### config.mk
export PLATFORM = sky130hd
export DESIGN_NAME = fetch_branch_ctrl
export DESIGN_NICKNAME = d
export VERILOG_FILES = /design/src/rtl/core_isa_pkg.sv /design/src/rtl/branch_cmp.sv /design/src/rtl/fetch_branch_ctrl.sv
export SDC_FILE = /design/constraint.sdc
export NUM_CORES = 1
export LEC_CHECK = 0
export CAP_MARGIN = 20
export CORE_ASPECT_RATIO = 0.6
export CORE_MARGIN = 5
export CORE_UTILIZATION = 31
export CTS_CLUSTER_SIZE = 30
export DETAILED_ROUTE_END_ITERATION = 7
export GPL_TIMING_DRIVEN = 0
export PLACE_DENSITY = 0.79
export SETUP_SLACK_MARGIN = 0.05
export SKIP_CTS_REPAIR_TIMING = 1
export SLEW_MARGIN = 20
export SYNTH_ARGS = -nofsm -noshare
export SYNTH_HDL_FRONTEND = slang
export SYNTH_SLANG_ARGS = --single-unit
### constraint.sdc
create_clock -name clk -period 1.6 [get_ports clk]
set_input_delay 0.16 -clock clk [delete_from_list [all_inputs] [get_ports clk]]
set_output_delay 0.16 -clock clk [all_outputs]
set_load 0.05 [all_outputs]
### src/rtl/core_isa_pkg.sv
// Shared RV32I decode constants and fetch/branch FSM state type.
package core_isa_pkg;

  localparam logic [6:0] OpBranch = 7'b1100011;
  localparam logic [6:0] OpJal    = 7'b1101111;

  localparam logic [2:0] F3Beq  = 3'b000;
  localparam logic [2:0] F3Bne  = 3'b001;
  localparam logic [2:0] F3Blt  = 3'b100;
  localparam logic [2:0] F3Bge  = 3'b101;
  localparam logic [2:0] F3Bltu = 3'b110;
  localparam logic [2:0] F3Bgeu = 3'b111;

  typedef enum logic [2:0] {
    StIdle,
    StFetch,
    StWait,
    StIssue,
    StResolve,
    StTaken
  } state_t;

  // True for the opcodes that need the RESOLVE/TAKEN path.
  function automatic logic is_ctrl_op(input logic [6:0] op);
    return (op == OpBranch) || (op == OpJal);
  endfunction

endpackage

### src/rtl/branch_cmp.sv
// Combinational branch resolver: condition evaluation and B/J immediate extraction.
module branch_cmp
  import core_isa_pkg::*;
#(
  parameter int unsigned XLEN = 32
) (
  input  logic [31:0]     i_instr,
  input  logic [XLEN-1:0] i_rs1_data,
  input  logic [XLEN-1:0] i_rs2_data,
  output logic            o_taken,
  output logic [XLEN-1:0] o_imm
);

  logic [31:0] w_b_imm;
  logic [31:0] w_j_imm;
  logic        w_is_jal;

  assign w_is_jal = (i_instr[6:0] == OpJal);
  assign w_b_imm  = {{19{i_instr[31]}}, i_instr[31], i_instr[7], i_instr[30:25],
                     i_instr[11:8], 1'b0};
  assign w_j_imm  = {{11{i_instr[31]}}, i_instr[31], i_instr[19:12], i_instr[20],
                     i_instr[30:21], 1'b0};

  // Select immediate by opcode and sign-extend to the datapath width.
  always_comb begin
    o_imm = XLEN'($signed(w_is_jal ? w_j_imm : w_b_imm));
  end

  // JAL is unconditional; branches compare by funct3, reserved encodings never take.
  always_comb begin
    o_taken = 1'b0;
    if (w_is_jal) begin
      o_taken = 1'b1;
    end else begin
      case (i_instr[14:12])
        F3Beq:   o_taken = (i_rs1_data == i_rs2_data);
        F3Bne:   o_taken = (i_rs1_data != i_rs2_data);
        F3Blt:   o_taken = ($signed(i_rs1_data) <  $signed(i_rs2_data));
        F3Bge:   o_taken = ($signed(i_rs1_data) >= $signed(i_rs2_data));
        F3Bltu:  o_taken = (i_rs1_data <  i_rs2_data);
        F3Bgeu:  o_taken = (i_rs1_data >= i_rs2_data);
        default: o_taken = 1'b0;
      endcase
    end
  end

endmodule

### src/rtl/fetch_branch_ctrl.sv
// Fetch/branch sequencer: fetches one instruction at a time, resolves
// branch/JAL and steers the external PC register via stall/branchTaken.
module fetch_branch_ctrl
  import core_isa_pkg::*;
#(
  parameter int unsigned TIMEOUT = 8,
  parameter int unsigned XLEN    = 32
) (
  input  logic            clk,
  input  logic            rst_n,
  input  logic [XLEN-1:0] i_pc,
  output logic            o_imem_req,
  output logic [XLEN-1:0] o_imem_addr,
  input  logic            i_imem_valid,
  input  logic [31:0]     i_imem_data,
  output logic [4:0]      o_rs1_addr,
  output logic [4:0]      o_rs2_addr,
  input  logic [XLEN-1:0] i_rs1_data,
  input  logic [XLEN-1:0] i_rs2_data,
  input  logic            i_reg_ready,
  output logic [31:0]     o_instr_out,
  output logic            o_instr_valid,
  output logic            o_branch_taken,
  output logic [XLEN-1:0] o_branch_pc_offset,
  output logic            o_stall,
  output logic            o_fetch_err
);

  localparam int unsigned CntW = $clog2(TIMEOUT);

  state_t            r_state;
  state_t            w_state_next;
  logic [31:0]       r_ir;
  logic [31:0]       w_ir_next;
  logic [CntW-1:0]   r_cnt;
  logic [CntW-1:0]   w_cnt_next;
  logic              r_fetch_err;
  logic              w_fetch_err_next;
  logic              w_taken;
  logic [XLEN-1:0]   w_imm;

  branch_cmp #(
    .XLEN (XLEN)
  ) u_branch_cmp (
    .i_instr    (r_ir),
    .i_rs1_data (i_rs1_data),
    .i_rs2_data (i_rs2_data),
    .o_taken    (w_taken),
    .o_imm      (w_imm)
  );

  // State, instruction register, timeout counter and sticky error flag.
  always_ff @(posedge clk or negedge rst_n) begin
    if (!rst_n) begin
      r_state     <= StIdle;
      r_ir        <= '0;
      r_cnt       <= '0;
      r_fetch_err <= 1'b0;
    end else begin
      r_state     <= w_state_next;
      r_ir        <= w_ir_next;
      r_cnt       <= w_cnt_next;
      r_fetch_err <= w_fetch_err_next;
    end
  end

  // Next-state logic; imemValid is only looked at in WAIT so stale responses are dropped.
  always_comb begin
    w_state_next     = r_state;
    w_ir_next        = r_ir;
    w_cnt_next       = r_cnt;
    w_fetch_err_next = r_fetch_err;
    unique case (r_state)
      StIdle:  w_state_next = StFetch;
      StFetch: begin
        w_cnt_next   = '0;
        w_state_next = StWait;
      end
      StWait: begin
        if (i_imem_valid) begin
          w_ir_next    = i_imem_data;
          w_state_next = is_ctrl_op(i_imem_data[6:0]) ? StResolve : StIssue;
        end else if (r_cnt == CntW'(TIMEOUT - 1)) begin
          w_fetch_err_next = 1'b1;
          w_state_next     = StFetch;
        end else begin
          w_cnt_next = r_cnt + 1'b1;
        end
      end
      StIssue: w_state_next = StFetch;
      StResolve: begin
        // JAL needs no operands; a branch waits for hazard-free registers.
        if (r_ir[6:0] == OpJal) begin
          w_state_next = StTaken;
        end else if (i_reg_ready) begin
          w_state_next = w_taken ? StTaken : StIssue;
        end
      end
      StTaken: w_state_next = StFetch;
      default: w_state_next = StIdle;
    endcase
  end

  // Moore outputs; PC advances only in ISSUE (+4) or TAKEN (+offset).
  always_comb begin
    o_imem_req         = (r_state == StFetch);
    o_imem_addr        = (r_state == StFetch) ? i_pc : '0;
    o_instr_valid      = (r_state == StIssue) || (r_state == StTaken);
    o_stall            = !((r_state == StIssue) || (r_state == StTaken));
    o_branch_taken     = (r_state == StTaken);
    o_branch_pc_offset = (r_state == StTaken) ? w_imm : '0;
    o_rs1_addr         = r_ir[19:15];
    o_rs2_addr         = r_ir[24:20];
    o_instr_out        = r_ir;
    o_fetch_err        = r_fetch_err;
  end

endmodule

==> metrics.md, run 1 <==
| Metric | Value |
|---|---|
| Status | `finished, violations left` |
| Violated checks | `negative setup slack` |
| Post-Syn Nets | `between 500 and 600` |
| CP max FO | `7` |
| Hold Path Class | `primary input to asynchronous set/reset pin` |
| Setup crit start kind | `flip-flop` |
| CTS Buffer Depth | `2` |
| # DRC | `0` |
| Num rows | `28` |
| Seq/Total Area, Yosys | `31.2%` |
| Final std cells w/o fill | `a little under 800` |
| Finished Cell Area | `about 7700 um^2` |
| CP Cell Sequence | `nand4b_1, nor2_4, clkbuf_16, buf_12, a21oi_4, nor2_4, buf_6` |
| Startpoint of the worst register-to-register path | `o_instr_out[4]` |
| Final Skew | `~6.5 ps` |
| CTS tree | `yes` |
| Type of the worst setup path | `flip-flop to output pin` |
| Number of buffers created by CTS | `5` |
| Grt ovf | `0` |
| Avg Cell Area, Syn | `between 9 and 10 um^2` |
| Reg2reg end | `r_state[1]` |
| Period minus WS final | `roughly 2000 ps` |
| Fin crit share | `127%` |
| Final count of hold timing violations | `0` |
| Worst hold margin | `275 ps` |
| Post-synth top cells | `and2_1 (40), inv_1 (40), dfrtp_1 (39)` |
| Slew headroom | `63.4%` |
| Worst-Skew Late Latency | `290 ps` |
| Slowest-stage cell, CP | `dfrtp_2` |
| Final max-slew violation count | `0` |
| GP Congestion | `0.867` |
| GRT Total Usage | `between 10% and 20%` |
| Synth cell types | `42` |
| Flop-to-flop setup slack | `-270 ps` |
| Drt via density | `4.80` |
| Crit path DAT | `1880 ps` |
| Crit path buf inv count | `3` |
| Number of synthesized flops with an enable pin | `0` |
| Cell count of the worst reg-to-reg path | `7` |
| Setup total negative slack | `-22,030 ps` |
| H-tree depth | `2` |
| Most used flip-flop cell after synthesis | `dfrtp_1` |
| Clock sink count | `39` |
| Core footprint | `9840 um^2` |
| Final nets | `between 800 and 900` |
| Initial Util | `around a third` |
| CP max stage delay | `between 400 and 500 ps` |
| DR iter-0 viols | `99` |
| Ant. Diodes | `0` |
| Synth top area cells | `dfrtp_1 (31%), ha_1 (14%), mux2_2 (11%)` |
| ANT nets after route | `0` |
| Clock transition at path regs | `roughly 60 ps` |
| CP dominant cell by count | `nor2_4` |
| Area leader, netlist | `dfrtp_1` |
| IO buf count | `between 200 and 250` |
| Largest net degree at the start of global routing | `31` |
| DIE AREA | `approximately 12,000 um^2` |
| Vias in the first global route | `between 3,000 and 4,000` |
| Root buffer cell | `clkbuf_16` |
| Least-Margin Pin Slew | `547 ps` |
| DIE HEIGHT | `roughly 90 um` |
| Final wirelength | `~15,000 um` |
| Top-area cell type share of the netlist area | `between 30% and 40%` |
| Yosys warns | `0` |
| Layout cells sized above 1 | `between 60 and 70%` |
| Vias | `roughly 3,700` |
| FFs w/ async S/R, synth | `100%` |
| Placed cell count | `724` |
| CP Depth | `7` |
| Detailed-route wire length per cell | `just under 20 um` |
| Area post-placement | `between 6000 and 7000 um^2` |
| I/O pin count | `between 200 and 250` |
| Critical path's top delay family | `simple AND/OR/NAND/NOR gates` |
| Final WS setup | `-436 ps` |
| Global-route wire length before repair | `roughly 18,000 um` |
| Max Fclk | `491 MHz` |
| CP required | `approximately 1400 ps` |
| Syn Std Cell Area | `around 3100 um^2` |
| Leak | `roughly 4.0 nW` |
| Mapped Cells | `347` |
| Crit path capture type | `output pin` |
| Post-DP HPWL | `roughly 10,000 um` |
| RSZ-0062 raised after global routing | `true` |
| Peak supply drop | `around 1.3 mV` |
| Final Total Pwr | `about 12 mW` |
| DR pass1 iterations | `4` |
| # setup viols final | `98` |
| Area Growth Syn to Fin | `148%` |
| Initial antenna violation count | `0` |
| Max Cap Viol | `0` |
| Synth Register Bits | `39` |
| Die W | `140 um` |
| Pwr/cell area | `about 1600 nW/um^2` |
-- power breakdown --
group | switching, mW | internal, mW
combinational | 5.06 | 4.17
sequential | 0.592 | 1.47
clock | 0.423 | 0.737
-- per-layer routing --
layer | share of wire, % | routed length [um] | up-vias | GRT usage [%]
li1 | - | - | 1736 | -
met1 | 44 | 6500 | 1824 | 25.3
met2 | 50 | 7420 | 124 | 30.6
met3 | 5.4 | 811 | 18 | 4.91
met4 | 1.4 | 207 | 0 | 4.75
met5 | 0 | 0 | - | 0
-- stage by stage --
step           utilization, %  setup slack [ps]
2_1_floorplan               -              -201
5_1_grt                  78.7              -502
6_report                 78.7              -436
4_1_cts                  65.4             -1200
3_5_place_dp             63.7              -921
3_3_place_gp             63.5              -851
-- registers in the layout, indices dropped and copies added (netlist names) --
signal,cells
r_state,3
o_fetch_err,1
r_cnt,3
o_instr_out,32
-- cell type report --
type,count,area [um^2]
plain buffers,32,373
clock buffers,6,129
clock inverters,2,37.5
fillers,577,2100
inverters,40,181
multi-input cells,237,2720
flip-flops and latches,39,988
well taps,135,169
repair buffers,279,3140
repair inverters,2,16.3
-- cells in the final DEF, fill, tap and decap left out, types with 12 or more instances in the layout --
master | Yosys | routed
nand2_1 | 20 | 17
and2_4 | 0 | 41
clkdlybuf4s50_1 | 0 | 66
ha_4 | 0 | 28
mux2_4 | 0 | 30
buf_4 | 22 | 34
clkbuf_16 | 0 | 12
dfrtp_1 | 39 | 29
buf_8 | 0 | 67
buf_6 | 0 | 29
dlymetal6s2s_1 | 0 | 64
inv_2 | 0 | 23
clkbuf_2 | 0 | 37
-- worst reg2reg max path: stages, from the launching register on --
cell,delay (ps)
dfrtp_2,410
nand4b_1,220
nor2_4,260
nor3_1,80
o21ai_1,140
nand2_1,100
or4_1,430
o21ai_1,160
-- cells by family (layout without fill, tap and decap cells) --
kind of cell	after synthesis	count (layout)	synth area share (%)
xor+xnor	2	2	0.561
other cells	1	1	0.120
fa+ha+maj	34	34	13.6
flops	39	39	31.2
buf+inv	72	361	11.4
compound gates	46	46	9.45
simple gates	116	117	20.5
mux	37	37	13.1
-- worst max path at each step --
stage                              start                     end  slack (ps)
after global routing      o_instr_out[4]  o_branch_pc_offset[16]        -500
after CTS                     r_state[1]  o_branch_pc_offset[12]       -1200
after detailed placement  i_rs2_data[11]              r_state[1]        -920
after floorplan               r_state[0]  o_branch_pc_offset[23]        -200
final                     o_instr_out[4]  o_branch_pc_offset[16]        -440
after global placement        r_state[1]   o_branch_pc_offset[4]        -850
No activity file was read; power rests on OpenSTA's default activity.
==> inputs of run 2 (changes only) <==
==> constraint.sdc (replaced) <==
create_clock -name clk -period 1.6 [get_ports clk]
set_input_delay 0.16 -clock clk [delete_from_list [all_inputs] [get_ports clk]]
set_output_delay 0.16 -clock clk [all_outputs]
set_load 0.1 [all_outputs]
==> metrics.md, run 2 (synthesis results as in run 1) <==
| Metric | Value |
|---|---|
| CP max FO | `5` |
| Final WS setup | `-526 ps` |
| Core footprint | `around 10000 um^2` |
| Final count of hold timing violations | `0` |
| Clock sink count | `39` |
| Finished Cell Area | `roughly 8100 um^2` |
| Global-route wire length before repair | `18,500 um` |
| Final wirelength | `roughly 16,000 um` |
| Drt via density | `roughly 4.8` |
| Least-Margin Pin Slew | `roughly 1000 ps` |
| Hold Path Class | `primary input to asynchronous set/reset pin` |
| Max Cap Viol | `0` |
| Leak | `between 3 and 4 nW` |
| CP dominant cell by count | `nor2_4` |
| Flop-to-flop setup slack | `-380 ps` |
| Final core utilization | `82.6%` |
| DR iter-0 viols | `approximately 130` |
| I/O pin count | `around 240` |
| Final Skew | `between 7 and 8 ps` |
| CTS tree | `yes` |
| DR pass1 iterations | `4` |
| GRT Total Usage | `18.7%` |
| CP Cell Sequence | `nand4b_1, nor2_4, buf_4, buf_8, a21oi_4, nor2_4, buf_12` |
| Area post-placement | `between 6000 and 7000 um^2` |
| Die W | `~140 um` |
| Largest net degree at the start of global routing | `22` |
| Worst-Skew Late Latency | `between 200 and 300 ps` |
| Fin crit share | `133%` |
| Status | `finished, violations left` |
| Initial Util | `approximately a third` |
| Grt ovf | `0` |
| Crit path DAT | `just under 2000 ps` |
| Number of buffers created by CTS | `5` |
| Ant. Diodes | `0` |
| ANT nets after route | `0` |
| CP required | `between 1000 and 1500 ps` |
| Slew headroom | `about 34%` |
| IO buf count | `~240` |
| Initial antenna violation count | `0` |
| Peak supply drop | `about 1.8 mV` |
| DIE HEIGHT | `between 80 and 90 um` |
| Area Growth Syn to Fin | `160%` |
| Type of the worst setup path | `flip-flop to output pin` |
| Final max-slew violation count | `0` |
| Layout cells sized above 1 | `62.7%` |
| CP max stage delay | `approximately 470 ps` |
| Slowest-stage cell, CP | `dfrtp_4` |
| # setup viols final | `100` |
| Pwr/cell area | `just under 2000 nW/um^2` |
| Root buffer cell | `clkbuf_16` |
| Num rows | `28` |
| Final Total Pwr | `~16 mW` |
| # DRC | `0` |
| Vias in the first global route | `approximately 3,500` |
| Detailed-route wire length per cell | `a little over 20 um` |
| Max Fclk | `approximately 470 MHz` |
| GP Congestion | `about 0.81` |
| Vias | `approximately 3,800` |
| RSZ-0062 raised after global routing | `true` |
| Crit path capture type | `output pin` |
| Setup crit start kind | `flip-flop` |
| Fillers | `about 520` |
| Most frequent cells in the layout | `buf_12 (75), clkdlybuf4s50_1 (66), dlymetal6s2s_1 (53)` |
| Post-DP HPWL | `10,300 um` |
| DIE AREA | `12,300 um^2` |
| Final nets | `about 800` |
| Period minus WS final | `around 2100 ps` |
| Violated checks | `negative setup slack` |
| H-tree depth | `2` |
| Clock transition at path regs | `around 60 ps` |
| Number of flip-flops in the largest register | `32` |
| CTS Buffer Depth | `2` |
| Commonest non-fill, non-tap cell in the layout | `buf_12` |
-- run 2: stage by stage --
step | cells | hold slack [ps] | setup TNS (ps) | worst slack [ps]
after floorplan | 347 | -136 | -22040 | -673
after global routing | 778 | 435 | -31110 | -593
after CTS | 732 | -138 | -126770 | -1650
after detailed placement | 724 | 173 | -93100 | -1330
after global placement | 723 | 444 | -117740 | -1300
final | 778 | 392 | -26030 | -526
-- run 2: final cells by class --
type	instances	area [um^2]	share of cell area, %
plain buffers	32	394	4.85
flip-flops and latches	39	1010	12.4
multi-input cells	237	2720	33.5
repair buffers	285	3480	42.8
inverters	40	190	2.34
well taps	135	169	2.08
clock inverters	2	16.3	0.200
clock buffers	6	139	1.71
repair inverters	2	16.3	0.200
-- run 2: where the power goes --
group / leakage (nW) / internal [mW] / total [mW] / switching [mW]
Clock: 0.0731 / 0.624 / 1.08 / 0.453
Combinational: 3.39 / 4.09 / 12.5 / 8.41
Sequential: 0.461 / 1.52 / 2.11 / 0.596
-- run 2: per-layer routing --
metal / vias to the layer above / wire length, um / GRT usage, %
met4: 0 / 211 / 2.99
met1: 1823 / 6200 / 23.5
met3: 18 / 1230 / 6.71
met5: - / 0 / 0
met2: 171 / 8110 / 32.1
li1: 1746 / - / -
-- run 2: path summary, 6_finish.rpt --
| kind | depth (start not counted) | startpoint | to |
|---|---|---|---|
| setup reg to reg | 8 | o_instr_out[4] | r_state[1] |
| hold / removal | 2 | rst_n | o_instr_out[4] |
| hold reg to reg | 1 | o_fetch_err | o_fetch_err |
| min in group clk | 3 | i_imem_data[12] | o_instr_out[12] |
| max in group asynchronous | 3 | rst_n | o_instr_out[12] |
| setup / recovery | 7 | o_instr_out[4] | o_branch_pc_offset[17] |
-- run 2: worst max-delay path: cells and delay by family (launching register included) --
family,cells,cell delay (ps)
and+or+nand+nor,3,630
AOI/OAI and AO/OA,1,70
DFF,1,470
buffers and inverters,3,510
==> inputs of run 3 (changes only) <==
--- a/config.mk
+++ b/config.mk
@@ -5,14 +5,15 @@
 export SDC_FILE = /design/constraint.sdc
 export NUM_CORES = 1
 export LEC_CHECK = 0
+export ABC_AREA = 1
 export CAP_MARGIN = 20
 export CORE_ASPECT_RATIO = 0.6
-export CORE_MARGIN = 5
 export CORE_UTILIZATION = 31
+export CTS_BUF_LIST = sky130_fd_sc_hd__clkbuf_4 sky130_fd_sc_hd__clkbuf_8 sky130_fd_sc_hd__clkbuf_16
 export CTS_CLUSTER_SIZE = 30
 export DETAILED_ROUTE_END_ITERATION = 7
 export GPL_TIMING_DRIVEN = 0
-export PLACE_DENSITY = 0.79
+export PLACE_DENSITY = 0.78
 export SETUP_SLACK_MARGIN = 0.05
 export SKIP_CTS_REPAIR_TIMING = 1
 export SLEW_MARGIN = 20
==> metrics.md, run 3 <==
| Metric | Value |
|---|---|
| Seq/Total Area, Yosys | `slightly above 30%` |
| GP Congestion | `~0.80` |
| Vias | `between 4,000 and 5,000` |
| Setup crit start kind | `flip-flop` |
| Clock transition at path regs | `60 ps` |
| Global-route wire length before repair | `17,400 um` |
| Avg Cell Area, Syn | `approximately 6.5 um^2` |
| CTS tree | `yes` |
| Synth top area cells | `dfrtp_1 (30%), nand2_1 (16%), ha_1 (13%)` |
| RSZ-0062 raised after global routing | `true` |
| Worst-Skew Late Latency | `between 200 and 300 ps` |
| Sequential share of power | `between 10% and 20%` |
| Pwr/cell area | `roughly 1700 nW/um^2` |
| Reg2reg end | `o_instr_out[4]` |
| Area leader, netlist | `dfrtp_1` |
| Final Skew | `6.00 ps` |
| Initial antenna violation count | `0` |
| # DRC | `0` |
| Area Growth Syn to Fin | `148%` |
| Final nets | `roughly 930` |
| Top-area cell type share of the netlist area | `between 30% and 40%` |
| # setup viols final | `approximately 100` |
| Final Total Pwr | `roughly 14 mW` |
| Fin crit share | `129%` |
| Final max-slew violation count | `0` |
| Crit path DAT | `1910 ps` |
| Layout cells sized above 1 | `45.6%` |
| FFs w/ async S/R, synth | `between 90% and 100%` |
| Post-DP HPWL | `9520 um` |
| Synth cell types | `25` |
| Core footprint | `approximately 10000 um^2` |
| Final WS setup | `-470 ps` |
| Largest net degree at the start of global routing | `22` |
| Yosys warns | `0` |
| Post-Syn Nets | `approximately 660` |
| Total net switching power | `8.88 mW` |
| Peak supply drop | `2.08 mV` |
| I/O pin count | `between 200 and 250` |
| Initial Util | `32.2%` |
| Final wirelength | `around 14,000 um` |
| Max Cap Viol | `0` |
| Commonest non-fill, non-tap cell in the layout | `nand2_1` |
| Most used flip-flop cell after synthesis | `dfrtp_1` |
| ANT nets after route | `0` |
| Slew headroom | `around a third` |
| Status | `finished, violations left` |
| Num rows | `28` |
| Final core utilization | `~80%` |
| Flop-to-flop setup slack | `-240 ps` |
| Most frequent cell after synthesis | `nand2_1` |
| H-tree depth | `2` |
| Setup total negative slack | `-27,300 ps` |
| Hold Path Class | `primary input to asynchronous set/reset pin` |
| GRT Total Usage | `20.1%` |
| Mapped Cells | `between 400 and 500` |
| Int Pwr | `just over 5 mW` |
| Comb pwr share | `about four fifths` |
| Die W | `134 um` |
| CP required | `~1400 ps` |
| Post-synth top cells | `nand2_1 (137), inv_1 (101), nor2_1 (62)` |
| Worst slack, placed | `-1530 ps` |
| Final count of hold timing violations | `0` |
| DIE HEIGHT | `about 81 um` |
| Grt ovf | `0` |
| Switching portion of total power | `between 60% and 70%` |
| Startpoint of the worst register-to-register path | `r_state[1]` |
| Type of the worst setup path | `flip-flop to output pin` |
| CP max FO | `12` |
| Most frequent cells in the layout | `nand2_1 (116), clkdlybuf4s50_1 (73), buf_12 (68)` |
| Least-Margin Pin Slew | `roughly 1000 ps` |
| Crit path capture type | `output pin` |
| Clock sink count | `39` |
| Max Fclk | `~480 MHz` |
| Finished Cell Area | `approximately 8000 um^2` |
| Area post-placement | `around 6400 um^2` |
| Vias in the first global route | `3,796` |
| Clock network power share | `8.3%` |
| Number of buffers created by CTS | `5` |
| CTS Buffer Depth | `2` |
| Drt via density | `approximately 4.6` |
| Cell count of the worst reg-to-reg path | `8` |
| Synth Register Bits | `39` |
| Detailed-route wire length per cell | `15.9 um` |
| IO buf count | `241` |
| Crit path launch | `r_state[0]` |
| Period minus WS final | `2070 ps` |
| Leak | `roughly 4.1 nW` |
| DR pass1 iterations | `4` |
| Number of synthesized flops with an enable pin | `0` |
| Violated checks | `negative setup slack` |
| Ant. Diodes | `0` |
| DR iter-0 viols | `118` |
| DIE AREA | `around 11,000 um^2` |
| Root buffer cell | `clkbuf_16` |
| Number of flip-flops in the largest register | `32` |
| Syn Std Cell Area | `3220 um^2` |
==> run 3: cell count changes after synthesis, sizes merged, moves of 3 or more <==
cell	delta
clkbuf	+5
nand2	+119
mux2i	-6
mux2	-31
a21oi	+3
nor2	+42
nand2b	-3
inv	+61
buf	-4
nand3	+4
nor3	+4
o21ai	+10
and2	-40
a211oi	-5
==> run 3: metrics by stage <==
stage / instances / hold WS [ps]
global placement: 868 / 468
CTS: 877 / -143
global route: 898 / 420
finish: 898 / 386
detailed placement: 869 / 153
floorplan: 492 / -136
==> run 3: worst max path at each step <==
stage          slack (ps)                     end
2_1_floorplan       -1470  o_branch_pc_offset[22]
3_3_place_gp        -1470  o_branch_pc_offset[22]
3_5_place_dp        -1530  o_branch_pc_offset[29]
4_1_cts             -1840  o_branch_pc_offset[29]
5_1_grt              -570  o_branch_pc_offset[24]
6_report             -470  o_branch_pc_offset[24]
==> run 3: routing by layer <==
layer	GRT usage [%]	share of wire (%)	up-vias
li1	-	-	2017
met1	23.7	38	1956
met2	36.6	53	154
met3	5.81	6.8	24
met4	4.32	1.8	0
met5	0	0	-
==> run 3: layout make-up <==
cell class	count	area [um^2]
timing repair buffer	263	3270
multi-input combinational	319	2610
fill	625	2010
sequential	39	991
inverter	101	415
buffer	33	353
tap	135	169
clock buffer	5	125
clock inverter	3	46.3
==> run 3: kinds of logic after synthesis <==
| family | synth area share, % |
|---|---|
| XOR/XNOR | 0.272 |
| other | 0.116 |
| AO/OA/AOI/OAI | 8.71 |
| adder cells (fa/ha/maj) | 13.2 |
| flip-flops | 30.3 |
| buffers and inverters | 18.2 |
| AND/OR/NAND/NOR | 29.2 |
==> run 3: power groups by stage <==
| stage | logic (mW) | clock network, mW | registers [mW] |
|---|---|---|---|
| 2_1_floorplan | 4.95 | 0 | 4.52 |
| 3_3_place_gp | 9.83 | 0 | 1.85 |
| 3_5_place_dp | 9.95 | 0 | 1.86 |
| 4_1_cts | 9.97 | 1.17 | 1.85 |
| 5_1_grt | 11.3 | 1.21 | 1.95 |
| 6_report | 10.9 | 1.16 | 1.89 |
==> run 3: worst max-delay path, cell delays in order (launching register included) <==
cell and delay [ps]:
dfrtp_1 400, inv_2 90, nor3_4 340, inv_4 90, clkbuf_16 170, nor2_4 100, buf_12 160, buf_6 120
buf_12 160
==> RTL edit 1 (settings of run 1) <==
Reset style: synchronous (`rst_n`), changed in one clocked block.
--- a/src/rtl/fetch_branch_ctrl.sv
+++ b/src/rtl/fetch_branch_ctrl.sv
@@ -51,5 +51,5 @@
 
   // State, instruction register, timeout counter and sticky error flag.
-  always_ff @(posedge clk or negedge rst_n) begin
+  always_ff @(posedge clk) begin
     if (!rst_n) begin
       r_state     <= StIdle;
Check against the original RTL: differs if rst_n is asserted again (counterexample within 4 cycles, from zero or initial values and one cycle with rst_n low); with rst_n held inactive, the same outputs for 10 cycles.
==> RTL edit 1 against run 1 <==
Synthesized area increased by 2.0%; critical path type unchanged; global-route usage increased by 0.13 points; the flow still finishes with violations (negative setup slack); final area decreased by 4.3%; sequential cell count unchanged; worst setup slack improved by 63 ps; wire length decreased by 0.80%.
Power is left out: it rests on default switching activity, and per cell area and clock period it moved more than threefold.
==> RTL edit 1: results (changes against run 1) <==
dp_cells: 805  # +11%
synth.net_count: 595  # +16%
drive_above_1_share: 0.482  # -0.131
drt-initial-drc-count: 120  # +21%
pin_count_of_the_biggest_net_entering_global_routing: 15  # -52%
netlist_top_cells_count: "sky130_fd_sc_hd__nand2_1 (77), sky130_fd_sc_hd__and2_1 (42), sky130_fd_sc_hd__dfxtp_1 (39), sky130_fd_sc_hd__inv_1 (35)"
first_global_vias: 3880  # +10%
worst-endpoint-arrival_ps: 1810  # -70 ps
area_share_of_the_largest_cell_type_after_synthesis: 0.245  # -0.0674
setup_viol: 64  # -35%
run_status: "complete, but fails checks"
num-nets-final: 876  # +9.2%
placement.cell_area_sq_um: 6280  # +0.22%
hold_path_startpoint: "i_imem_data[28]"
reg2reg_depth: 8  # +1
grt_antenna_before_repair: 1  # +1
postSynthCellCount: 429  # +24%
grt_first_pass_wirelength_mm: 19.0  # +5.1%
synth.lib_cells_used.distinct: 44  # +4.8%
post_drt_via_cell_ratio: 4.81  # +0.25%
worst_setup_path_startpoint: "o_instr_out[4]$_SDFFE_PN0P_"
overall_global_routing_resource_usage: 0.189  # +0.00128
violated_checks: "negative setup slack"
critical-path-slowest-cell: "sky130_fd_sc_hd__dfxtp_4"
critPathCapture: "o_branch_pc_offset[4]"
clock-skew-final_ps: 6.43  # -0.0716 ps
r2r_end: "r_state[2]$_SDFFE_PN0P_"
worstReg2RegStart: "o_instr_out[4]$_SDFFE_PN0P_"
num_vias: 4072  # +10%
timing.slew.headroom: 0.613  # -0.0217
hold_path_class: "input pin to flip-flop"
postLayoutSetupSlackWorst_ps: -374  # +62.9 ps
postRouteWirelength_mm: 14.8  # -0.80%
worst_path_max_stage_delay_ps: 340  # -70 ps
synth.area.top_cells: "sky130_fd_sc_hd__dfxtp_1 (24%), sky130_fd_sc_hd__ha_1 (13%), sky130_fd_sc_hd__nand2_1 (9.1%)"
RTL edit 1: per-stage QoR:
stage | hold WS [ps] | util | TNS (ps)
floorplan | 294 | - | -5640
global placement | 467 | 0.631 | -57990
detailed placement | 476 | 0.631 | -63530
CTS | 436 | 0.646 | -86630
global route | 440 | 0.745 | -13830
finish | 440 | 0.745 | -10020
RTL edit 1: final cells by class:
cell class	count	area, sq um
Clock inverter	3	21.3
Timing Repair Buffer	273	2890
Antenna cell	1	2.50
Sequential cell	39	821
Multi-Input combinational cell	316	2930
Tap cell	135	169
Inverter	35	160
Timing Repair inverter	1	5.00
Buffer	39	298
Fill cell	695	2530
Clock buffer	5	125
RTL edit 1: tightest hold or removal path: cells and delay by family:
kind                   cells  cell delay [ps]
AND/OR/NAND/NOR            1               50
AO/OA/AOI/OAI              1               70
buffers and inverters      1              390
RTL edit 1: kinds of logic (layout without fill, tap and decap cells):
family / after synthesis / after routing / synth area share
AO/OA/AOI/OAI: 85 / 85 / 0.181
XOR/XNOR: 1 / 1 / 0.00275
adder cells (fa/ha/maj): 34 / 34 / 0.133
buffers and inverters: 75 / 356 / 0.114
flip-flops: 39 / 39 / 0.245
multiplexers: 7 / 7 / 0.0224
other: 1 / 2 / 0.00118
AND/OR/NAND/NOR: 187 / 188 / 0.301
RTL edit 1: metal layers:
layer  global-route usage  up-vias  part of all wire
met5                    0        -                 0
met2                0.348      155              0.51
met3               0.0556       18             0.063
met1                0.227     1919              0.42
met4               0.0281        0             0.012
li1                     -     1980                 -
==> RTL edit 2 (flow settings as in run 1) <==
Without the edit above. `XLEN` is set to 32 in 2 places; all go to 24.
--- a/src/rtl/branch_cmp.sv
+++ b/src/rtl/branch_cmp.sv
@@ -3,5 +3,5 @@
   import core_isa_pkg::*;
 #(
-  parameter int unsigned XLEN = 32
+  parameter int unsigned XLEN = 24
 ) (
   input  logic [31:0]     i_instr,
--- a/src/rtl/fetch_branch_ctrl.sv
+++ b/src/rtl/fetch_branch_ctrl.sv
@@ -5,5 +5,5 @@
 #(
   parameter int unsigned TIMEOUT = 8,
-  parameter int unsigned XLEN    = 32
+  parameter int unsigned XLEN    = 24
 ) (
   input  logic            clk,
Interface: changed (5 resized); port bits go from 243 to 203. The function was not compared with the original's and may differ.
==> RTL edit 2 against run 1 <==
Clock power fell by 9%; register-to-register slack better by 170 ps; total power fell by 14%; sequential share of layout area increased by 1.8 points; sequential cell count is the same; count of clock-buffer cells in the layout is the same; highest routed layer unchanged; die area down 6.7%; utilization fell by 4.7 points; wire length shrank 19%; synthesized area down 7.4%; final area down 13%; first-iteration DRC count decreased by 22%; the run still ends with negative setup slack left; worst setup slack lost 160 ps.
==> RTL edit 2: results (changes against run 1) <==
run_status: "complete, but fails checks"
violated_checks: "negative setup slack"
compound_gate_fraction_of_synth_area: 0.114  # +0.0192
seq_area_frac_synth: 0.337  # +0.0248
comb.multi_input.count: 213  # -10%
postRouteWirelength_mm: 12.1  # -19%
leakagePower_uw: 0.00362  # -8.3%
final_cells: 684  # -11%
synth.area.top_cells: "sky130_fd_sc_hd__dfrtp_1 (34%), sky130_fd_sc_hd__ha_1 (11%), sky130_fd_sc_hd__mux2_1 (10%)"
worst-endpoint-arrival_ps: 2380  # +500 ps
avgSynthCellArea_sq_um: 9.49  # +5.4%
synth.lib_cells_used.distinct: 49  # +17%
setup_viol: 80  # -18%
grt_first_pass_wirelength_mm: 16.3  # -9.8%
placement.cell_area_sq_um: 5640  # -9.9%
dp_cells: 637  # -12%
overall_global_routing_resource_usage: 0.178  # -0.0100
clockNetworkAreaShare: 0.0229  # +0.00142
detailedPlacementHpwl_mm: 8.78  # -16%
timing.slew.headroom: 0.626  # -0.00884
vdd_drop_max_uv: 1270  # about the same
globalplace.congestion: 0.817  # -5.8%
postLayoutSetupSlackWorst_ps: -594  # -157 ps
post_drt_via_cell_ratio: 4.72  # -1.6%
first_global_vias: 3214  # -8.5%
multi_input_area_share: 0.377  # +0.0262
p_per_area_nw_per_um2: 1590  # -1.2%
buffer_area_frac: 0.410  # -0.0426
synth.net_count: 439  # -14%
fin_tns_setup_ps: -19760  # +2280 ps
worstPathMaxFanout: 3  # -4
num-nets-final: 687  # -14%
clock-skew-final_ps: 6.85  # +0.346 ps
==> RTL edit 2: final timing paths <==
kind / slack [ps] / end / start / cells after the start
setup / recovery: -590 / r_state[1]$_DFFE_PN0P_ / i_rs1_data[19] / 10
min in group clk: 450 / o_instr_out[12]$_DFFE_PN0P_ / i_imem_data[12] / 3
max in group asynchronous: 800 / o_instr_out[0]$_DFFE_PN0P_ / rst_n / 3
hold reg to reg: 490 / o_fetch_err$_DFFE_PN0P_ / o_fetch_err$_DFFE_PN0P_ / 1
hold / removal: 320 / r_cnt[2]$_DFFE_PN0P_ / rst_n / 2
setup reg to reg: -100 / r_state[1]$_DFFE_PN0P_ / o_instr_out[6]$_DFFE_PN0P_ / 7
==> RTL edit 2: critical path, stage by stage <==
cell                        delay, ps
sky130_fd_sc_hd__buf_6            100
sky130_fd_sc_hd__ha_4             260
sky130_fd_sc_hd__nand4_1          240
sky130_fd_sc_hd__or3_4            510
sky130_fd_sc_hd__a2bb2oi_4        160
sky130_fd_sc_hd__nand3_2          100
sky130_fd_sc_hd__o21ai_2           80
sky130_fd_sc_hd__a221oi_2         340
sky130_fd_sc_hd__nand3_4          130
sky130_fd_sc_hd__o311ai_4         290
==> RTL edit 2: where the power goes <==
group	total [uW]	switching (uW)	internal, uW
Clock	1050	427	623
Sequential	2060	594	1460
Combinational	7650	4390	3260
==> RTL edit 2: layer usage <==
metal  vias up  GRT usage  part of all wire  wire length (um)
met5         -          0                 0                 0
met4         0     0.0314             0.011               134
met3        13     0.0569             0.068               829
met2       114      0.298              0.49              5960
met1      1559      0.229              0.43              5210
li1       1540          -                 -                 -
